--- src/rtl/multi_ported_wr_sched.sv ---
// multi_ported_wr_sched
//   Write-port scheduler in front of the flop/LVT multi-ported memory.
//   NUM_REQ valid/ready requesters share NUM_W physical write ports through a
//   round-robin scan. Two grants to the same address are never issued in one
//   cycle, because the LVT result for that case is undefined. Granted writes
//   are registered and reach the memory one cycle after acceptance.
//
//   Optional: define MULTI_PORTED_WR_SCHED_INIT_EN to zero-fill the whole
//   array after every reset before any request is accepted.
//
// Ports
//   clk, rst   clock; asynchronous active-high reset
//   req_valid  [NUM_REQ]     per-requester write request
//   req_addr   [NUM_REQ*AW]  requester i at [i*AW +: AW]
//   req_data   [NUM_REQ*W]   requester i at [i*W +: W]
//   req_ready  [NUM_REQ]     grant; transfer completes on valid && ready
//   wen        [NUM_W]       registered memory write enables
//   waddr      [NUM_W*AW]    registered write addresses, port p at [p*AW +: AW]
//   wdata      [NUM_W*W]     registered write data, port p at [p*W +: W]
//   busy                     high while the init sweep runs

// One registered memory write port. Address/data only update on a write so
// idle ports hold their last values.
module multi_ported_wr_sched_port #(
    parameter int AW = 10,
    parameter int W  = 32
) (
    input  logic          clk,
    input  logic          rst,
    input  logic          nwen,
    input  logic [AW-1:0] naddr,
    input  logic [W-1:0]  ndata,
    output logic          wen,
    output logic [AW-1:0] waddr,
    output logic [W-1:0]  wdata
);
    always_ff @(posedge clk or posedge rst) begin
        if (rst) begin
            wen   <= 1'b0;
            waddr <= '0;
            wdata <= '0;
        end else begin
            wen <= nwen;
            if (nwen) begin
                waddr <= naddr;
                wdata <= ndata;
            end
        end
    end
endmodule

module multi_ported_wr_sched #(
    parameter int NUM_REQ = 4,
    parameter int NUM_W   = 3,
    parameter int N       = 1024,
    parameter int AW      = $clog2(N),
    parameter int W       = 32
) (
    input  logic                  clk,
    input  logic                  rst,
    input  logic [NUM_REQ-1:0]    req_valid,
    input  logic [NUM_REQ*AW-1:0] req_addr,
    input  logic [NUM_REQ*W-1:0]  req_data,
    output logic [NUM_REQ-1:0]    req_ready,
    output logic [NUM_W-1:0]      wen,
    output logic [NUM_W*AW-1:0]   waddr,
    output logic [NUM_W*W-1:0]    wdata,
    output logic                  busy
);
    localparam int PW = (NUM_REQ > 1) ? $clog2(NUM_REQ) : 1;

    logic [PW-1:0]              ptr, ptr_nxt;
    logic                       run;
    logic [NUM_REQ-1:0]         grant;
    logic [NUM_W-1:0]           nwen;
    logic [NUM_W-1:0][AW-1:0]   naddr;
    logic [NUM_W-1:0][W-1:0]    ndata;
    int                         ngnt, last, idx;
    logic                       conflict;

`ifdef MULTI_PORTED_WR_SCHED_INIT_EN
    typedef enum logic {INIT, RUN} state_t;
    localparam int CW = $clog2(N + NUM_W) + 1;

    state_t        state, state_nxt;
    logic [CW-1:0] cnt, cnt_nxt;

    always_ff @(posedge clk or posedge rst) begin
        if (rst) begin
            state <= INIT;
            cnt   <= '0;
        end else begin
            state <= state_nxt;
            cnt   <= cnt_nxt;
        end
    end

    always_comb begin
        state_nxt = state;
        cnt_nxt   = cnt;
        if (state == INIT) begin
            cnt_nxt = cnt + CW'(NUM_W);
            // last sweep cycle: this beat covers the top of the array
            if (int'(cnt) + NUM_W >= N) state_nxt = RUN;
        end
    end

    assign run  = (state == RUN);
    assign busy = ~run;
`else
    assign run  = 1'b1;
    assign busy = 1'b0;
`endif

    // Round-robin scan from ptr; the k-th grant lands on port k. A requester
    // whose address matches an earlier grant this cycle is skipped.
    always_comb begin
        grant    = '0;
        nwen     = '0;
        naddr    = '0;
        ndata    = '0;
        ngnt     = 0;
        last     = int'(ptr);
        idx      = 0;
        conflict = 1'b0;
`ifdef MULTI_PORTED_WR_SCHED_INIT_EN
        if (!run) begin
            for (int p = 0; p < NUM_W; p++) begin
                if (int'(cnt) + p < N) begin
                    nwen[p]  = 1'b1;
                    naddr[p] = AW'(int'(cnt) + p);
                end
            end
        end
`endif
        if (run) begin
            for (int j = 0; j < NUM_REQ; j++) begin
                idx = int'(ptr) + j;
                if (idx >= NUM_REQ) idx = idx - NUM_REQ;
                if (req_valid[idx] && ngnt < NUM_W) begin
                    conflict = 1'b0;
                    for (int k = 0; k < NUM_W; k++)
                        if (k < ngnt && naddr[k] == req_addr[idx*AW +: AW]) conflict = 1'b1;
                    if (!conflict) begin
                        grant[idx] = 1'b1;
                        for (int k = 0; k < NUM_W; k++) begin
                            if (k == ngnt) begin
                                nwen[k]  = 1'b1;
                                naddr[k] = req_addr[idx*AW +: AW];
                                ndata[k] = req_data[idx*W +: W];
                            end
                        end
                        ngnt = ngnt + 1;
                        last = idx;
                    end
                end
            end
        end
        ptr_nxt = (last + 1 >= NUM_REQ) ? '0 : PW'(last + 1);
    end

    assign req_ready = grant;

    always_ff @(posedge clk or posedge rst) begin
        if (rst)         ptr <= '0;
        else if (|grant) ptr <= ptr_nxt;
    end

    for (genvar p = 0; p < NUM_W; p++) begin : g_port
        multi_ported_wr_sched_port #(.AW(AW), .W(W)) u_port (
            .clk   (clk),
            .rst   (rst),
            .nwen  (nwen[p]),
            .naddr (naddr[p]),
            .ndata (ndata[p]),
            .wen   (wen[p]),
            .waddr (waddr[p*AW +: AW]),
            .wdata (wdata[p*W +: W])
        );
    end
endmodule

--- config.mk ---
export PLATFORM = sky130hd
export DESIGN_NAME = multi_ported_wr_sched
export DESIGN_NICKNAME = d
export VERILOG_FILES = /design/src/rtl/multi_ported_wr_sched.sv
export SDC_FILE = /design/constraint.sdc
export NUM_CORES = 1
export LEC_CHECK = 0
export CORE_MARGIN = 2
export CORE_UTILIZATION = 53
export DETAILED_ROUTE_END_ITERATION = 8
export PLACE_DENSITY = 0.81
export SYNTH_ARGS = -nofsm -noshare
export SYNTH_HDL_FRONTEND = slang
export SYNTH_HIERARCHICAL = 1
export SYNTH_SLANG_ARGS = --single-unit
--- constraint.sdc ---
create_clock -name clk -period 10.15 [get_ports clk]
set_input_delay 1.015 -clock clk [delete_from_list [all_inputs] [get_ports clk]]
set_output_delay 1.015 -clock clk [all_outputs]
set_load 0.01 [all_outputs]
==> results summary <==
The count of yosys warnings during synthesis came out at 6. After clock tree synthesis, the clock-pin slew on the worst setup and hold paths is 60 ps. The count of input and output buffers came out at 306.

The number of nets handed over by synthesis was 1930. The clock share of power is 0.086. The number of global-route vias before repair was 16.3k. The share of total power dissipated in combinational logic is 0.787. The number of synthesized register bits came out at 131. The data arrival time of the critical path is 8070 ps. The post-route minimum period came out at 9090 ps. The top routing layer in use is met4. Across the whole layout, storage elements account for 3290 um^2.

The global placer's final weighted congestion is 1.01. The sequential fraction of design power is 0.127. The post-synthesis sequential area ratio came out at 0.201. The fill cell instance count of the final layout came out at 2371. In the final routed layout, each cell accounts on average for 27.4 um. The slowest cell on the critical path is dfrtp_4. The routed wire length is 63900 um. The net switching power of the design came out at 0.00379 W.

The pin count of the biggest net entering global routing is 161. The length of routed met2 wiring is 28300 um. The worst-case clock buffer depth is 2.

The sum of net half-perimeters after detailed placement came out at 43700 um. The post-synthesis to final-layout area growth is 21.3%. The total setup violations reported at the end of the flow came out at 0.

The leakage component of the power is 7.67 nW. The tightest min-delay check is of the reg -> reg type. The share of final-layout standard cells stronger than drive strength 1 is 0.184. The share of total power consumed by net switching came out at 0.501. The H-tree was split into 4 levels. The final clock skew is 9.84 ps. STA classifies the critical path startpoint as a flop.

The placement row count is 64. The iteration-0 DRC count of the detailed router is 2136. The run finished with clean final reports.

The synthesized design contains 0 enable-type register cells. dfrtp_1 takes more of the synthesized area than any other cell. The critical path's largest stage delay is 880 ps. The worst setup path is of the reg -> out kind. The clock latency at the later pin of the worst-skew pair came out at 450 ps. The worst-case IR drop observed on VDD is 306 uV. The worst max-slew margin expressed relative to the limit came out at 0.177. Setup repair after global routing left no endpoint under its margin. After synthesis, the mean cell area works out to 9.41 um^2. Data on the critical path is required at its endpoint by 9140 ps. The pre-antenna-repair detailed-routing pass consisted of 7 iterations. The power per standard cell area is 382 nW/um^2. The pin slew with the least headroom to its limit came out at 1230 ps. The vertical extent of the die came out at 179 um. The max-slew violation count came out at 0. The critical path goes through buf_4, ha_1, nand2b_1, inv_1, ha_1, ha_1, mux4_2, a221oi_1, a211o_1, o221ai_2, or3_1, a2111oi_4, nand4_4, nand3_4, nor2_1, o311ai_1, o31ai_4, nor2_4, a221o_1, clkdlybuf4s50_1. The achievable clock frequency is 110 MHz. The final-layout setup total negative slack came out at 0 ps.

In the final routing, the length of wire on met1 measures 25000 um. Counting instances in the post-synthesis netlist gives the leading cell types as 175 x mux2i_1, 156 x nand2_1, 148 x o21ai_0. The fraction of post-synthesis cell area in the top cell type by area is 0.201. The met3 layer wire length in the routed design is 7260 um. The clock root buffer master is clkbuf_16. The post-cts resize count is 0. The number of antenna violations at the first check in global routing is 2. Timing analysis after detailed placement gives a worst setup slack of 1520 ps.

The endpoint kind of the worst setup timing path is an output port. The most used flip-flop cell after synthesis is dfrtp_1. The overall via count from detail_route came out at 16.6k.

The number of different library cells used by synthesis comes to 104. The horizontal die dimension is 179 um. The initial utilization of the core area, before any placement, comes to 0.536. Yosys attributes the largest share of cell area to dfrtp_1 20%, mux2_4 11%, mux2i_1 11%, mux4_2 9.3%, o21ai_0 4.5%.

The I/O pin count came out at 308. The number of endpoints with negative hold slack in the final report is 0. The final layout contains 2117 nets. The aggregate global-route resource usage came out at 0.382. The multi-input combinational cell area came out at 12000 um^2. The aggregate global routing overflow is 0. The synthesized cell area is 16300 um^2. The number of max-cap violations is 0.

Yosys instantiated no cell more often than mux2i_1. The area of the die came out at 32200 um^2. Of the available clock period, the critical path in the final layout requires 0.895.

Buffers inserted to repair hold after CTS numbered 0. In this design, the critical path's most frequently occurring cell is ha_1. The core footprint is 30400 um^2. The gate count after technology mapping came out at 1734. The core occupancy in the finished layout is 0.650. The per-cell via count in the routed design came out at 7.14. The total setup buffers inserted after CTS is 0. The async set or reset register ratio after synthesis came out at 1.00. The TritonCTS buffer count is 17. The first global-routing pass estimated 96800 um of wire.

Of all nets on the critical path, the largest fanout is 54. The clock sink count is 131. The final routed DRC violation total is 0.

The worst setup slack after layout is 1060 ps. The CTS tree is yes. Cell internal power was estimated by the tool at 0.00377 W. The count of nets left with antenna violations once routing finished came out at 0.
[worst paths after layout]
check | start | endpoint | slack (ps) | cells after the start
worst max-delay path | ptr[1] | req_ready[1] | 1060 | 20
worst min-delay path | g_port[2].u_port/wdata[16] | g_port[2].u_port/wdata[16] | 510 | 1
worst max register to register | ptr[1] | ptr[0] | 1300 | 28
worst min register to register | g_port[2].u_port/wdata[16] | g_port[2].u_port/wdata[16] | 510 | 1
max in group asynchronous | rst | g_port[0].u_port/wdata[3] | 8110 | 2
min in group asynchronous | rst | ptr[1] | 880 | 2
[metrics by stage]
stage / instance area, um^2 / std cells / total power (W) / hold slack (ps)
floorplan: 16300 / 1734 / 0.00514 / 551
CTS: 19800 / 2330 / 0.00740 / 510
finish: 19800 / 2332 / 0.00756 / 508
global route: 19800 / 2332 / 0.00792 / 524
global placement: 19200 / 2298 / 0.00664 / 489
detailed placement: 19200 / 2298 / 0.00669 / 494
[power by group through the flow]
stage	sequential [W]	combinational, W	clock (W)
finish	0.000958	0.00595	0.000650
global route	0.000982	0.00626	0.000678
CTS	0.000950	0.00579	0.000655
detailed placement	0.000950	0.00574	0
global placement	0.000944	0.00570	0
floorplan	0.000956	0.00418	0
[state kept, by name, indices dropped and copies added, names as in the netlist]
| signal | flops |
|---|---|
| g_port.u_port/waddr | 30 |
| ptr | 2 |
| g_port.u_port/wdata | 96 |
| g_port.u_port/wen | 3 |
[placed cells by master (no fill, tap or decap), types with 11 or more instances in the layout]
master / n
buf_4: 25
nand3_1: 15
nor3_1: 19
o221ai_1: 38
inv_1: 18
a211oi_1: 38
o22a_1: 40
mux2i_1: 175
nor2_1: 112
xnor2_1: 29
a31oi_1: 12
clkbuf_16: 17
clkdlybuf4s50_1: 306
o21ai_0: 147
and2_1: 11
dfrtp_1: 129
a21oi_1: 62
ha_1: 20
mux2_4: 122
nand2_1: 152
o22ai_1: 62
mux4_2: 66
nand2b_1: 13
a22oi_1: 17
nor2b_1: 13
mux2_2: 54
[metal layers]
layer  track usage  vias to the layer above
met5             0                        -
met1         0.506                     8027
li1              -                     7061
met4         0.194                        0
met3        0.0893                      278
met2         0.585                     1279
[cell type report]
type                            instances  area share
Sequential cell                       131       0.166
Multi-Input combinational cell       1414       0.607
Timing Repair Buffer                  333       0.166
Tap cell                              396      0.0250
Clock buffer                           18      0.0217
Inverter                               24     0.00455
Antenna cell                            2    0.000253
Clock inverter                         14     0.00910
[kinds of logic after synthesis]
kind of cell / after synthesis / share of synthesized area
flip-flops: 131 / 0.201
AND/OR/NAND/NOR: 403 / 0.120
AO/OA/AOI/OAI: 527 / 0.222
other: 1 / 0.000230
multiplexers: 422 / 0.352
XOR/XNOR: 39 / 0.0209
adder cells (fa/ha/maj): 22 / 0.0173
buffers and inverters: 189 / 0.0658
[critical path: cells and delay by family (launching register included)]
family	cells	cell delay, ps
AOI/OAI and AO/OA	7	1980
and+or+nand+nor	6	1530
adders and majority gates	3	1400
buffers and inverters	3	1390
DFF	1	880
muxes	1	420
(Power assumes the default switching activity.)
==> edit (same settings) <==
`NUM_W`: 3 -> 6.
--- a/src/rtl/multi_ported_wr_sched.sv
+++ b/src/rtl/multi_ported_wr_sched.sv
@@ -52,5 +52,5 @@
 module multi_ported_wr_sched #(
     parameter int NUM_REQ = 4,
-    parameter int NUM_W   = 3,
+    parameter int NUM_W   = 6,
     parameter int N       = 1024,
     parameter int AW      = $clog2(N),
Ports: changed (resized waddr, wdata and wen); port bits go from 308 to 437. The function was not compared with the original's and may differ.
==> edit against the original RTL <==
- setup slack lost 640 ps
- count of clock-buffer cells in the layout grew 17
- power grew 16%
- routed wire length grew 32%
- die area grew 39%
- sequential cell count grew 129
- register-to-register slack lost 870 ps
- final area grew 43%
- area after synthesis grew 39%
- critical path type is now register to register
- largest power group unchanged
==> edit: results (changes against the original RTL) <==
INFO  metric synth_most_common_cell = sky130_fd_sc_hd__dfrtp_1
INFO  metric tightestPinTransition = 1133 ps (-101.6 ps)
INFO  metric regArea = 6514 sq um (+98%)
INFO  metric crit_start = ptr[0]
INFO  metric timing.hold.worst.start = g_port[4].u_port/wdata[13]
INFO  metric netsw = 0.004040 W (+6.7%)
INFO  metric fill_cells = 3117 (+31%)
INFO  metric drive_above_1_share = 0.2431 (+0.05902)
INFO  metric outcome = complete, no violations
INFO  metric number_of_global_route_vias_before_repair = 20390 (+25%)
INFO  metric combinational_power_share = 0.701 (-0.086)
INFO  metric numPlacedInstances = 2916 (+27%)
INFO  metric post_route_hold_slack = 510.3 ps (+2.131 ps)
INFO  metric worst_skew_pair.late_latency = 580 ps (+130 ps)
INFO  metric critical-path-slowest-cell = sky130_fd_sc_hd__a2111oi_0
INFO  metric registers_with_the_most_flip_flops = g_port.u_port/wdata (192), g_port.u_port/waddr (60), g_port.u_port/wen (6)
INFO  metric finalPower = 0.008790 W (+16%)
INFO  metric max_clock_freq = 102.9 MHz (-6.5%)
INFO  metric power_leakage = 11.50 nW (+50%)
INFO  metric clock_h_tree_levels = 1 (-3)
INFO  metric num-nets-final = 2604 (+23%)
INFO  metric placement.setup.worst_slack = 511.6 ps (-1012 ps)
INFO  metric setup.worst_path.end_class = register
INFO  metric buffers_excl_clock = 482 (+45%)
INFO  metric yosysSeqAreaShare = 0.2860 (+0.08505)
INFO  metric critical_path.top_delay_family = simple AND/OR/NAND/NOR gates
INFO  metric place_congestion = 1.004 (-0.35%)
INFO  metric grt_first_pass_wirelength = 127200 microns (+31%)
INFO  metric reg2reg_from = ptr[0]
edit: changes by cell type in the layout (fill, tap and decap cells not counted), sizes merged, moves of 26 or more:
cell | unedited run | this run
clkdlybuf4s50 | 306 | 435
o21ai | 161 | 33
conb | 1 | 89
dfrtp | 131 | 260
nor2b | 14 | 50
o221ai | 39 | 75
mux2 | 180 | 296
mux4 | 67 | 140
nor3 | 22 | 50
a211oi | 38 | 12
mux2i | 175 | 117
edit: cells by family (layout without fill, tap and decap cells):
logic type / Yosys count / in the layout / synth area share
buffers and inverters: 221 / 561 / 0.06387
adder cells (fa/ha/maj): 22 / 22 / 0.01243
other: 1 / 99 / 0.0001649
multiplexers: 553 / 553 / 0.3768
XOR/XNOR: 39 / 39 / 0.01502
AO/OA/AOI/OAI: 409 / 409 / 0.1358
AND/OR/NAND/NOR: 494 / 494 / 0.1099
flip-flops: 260 / 260 / 0.2860
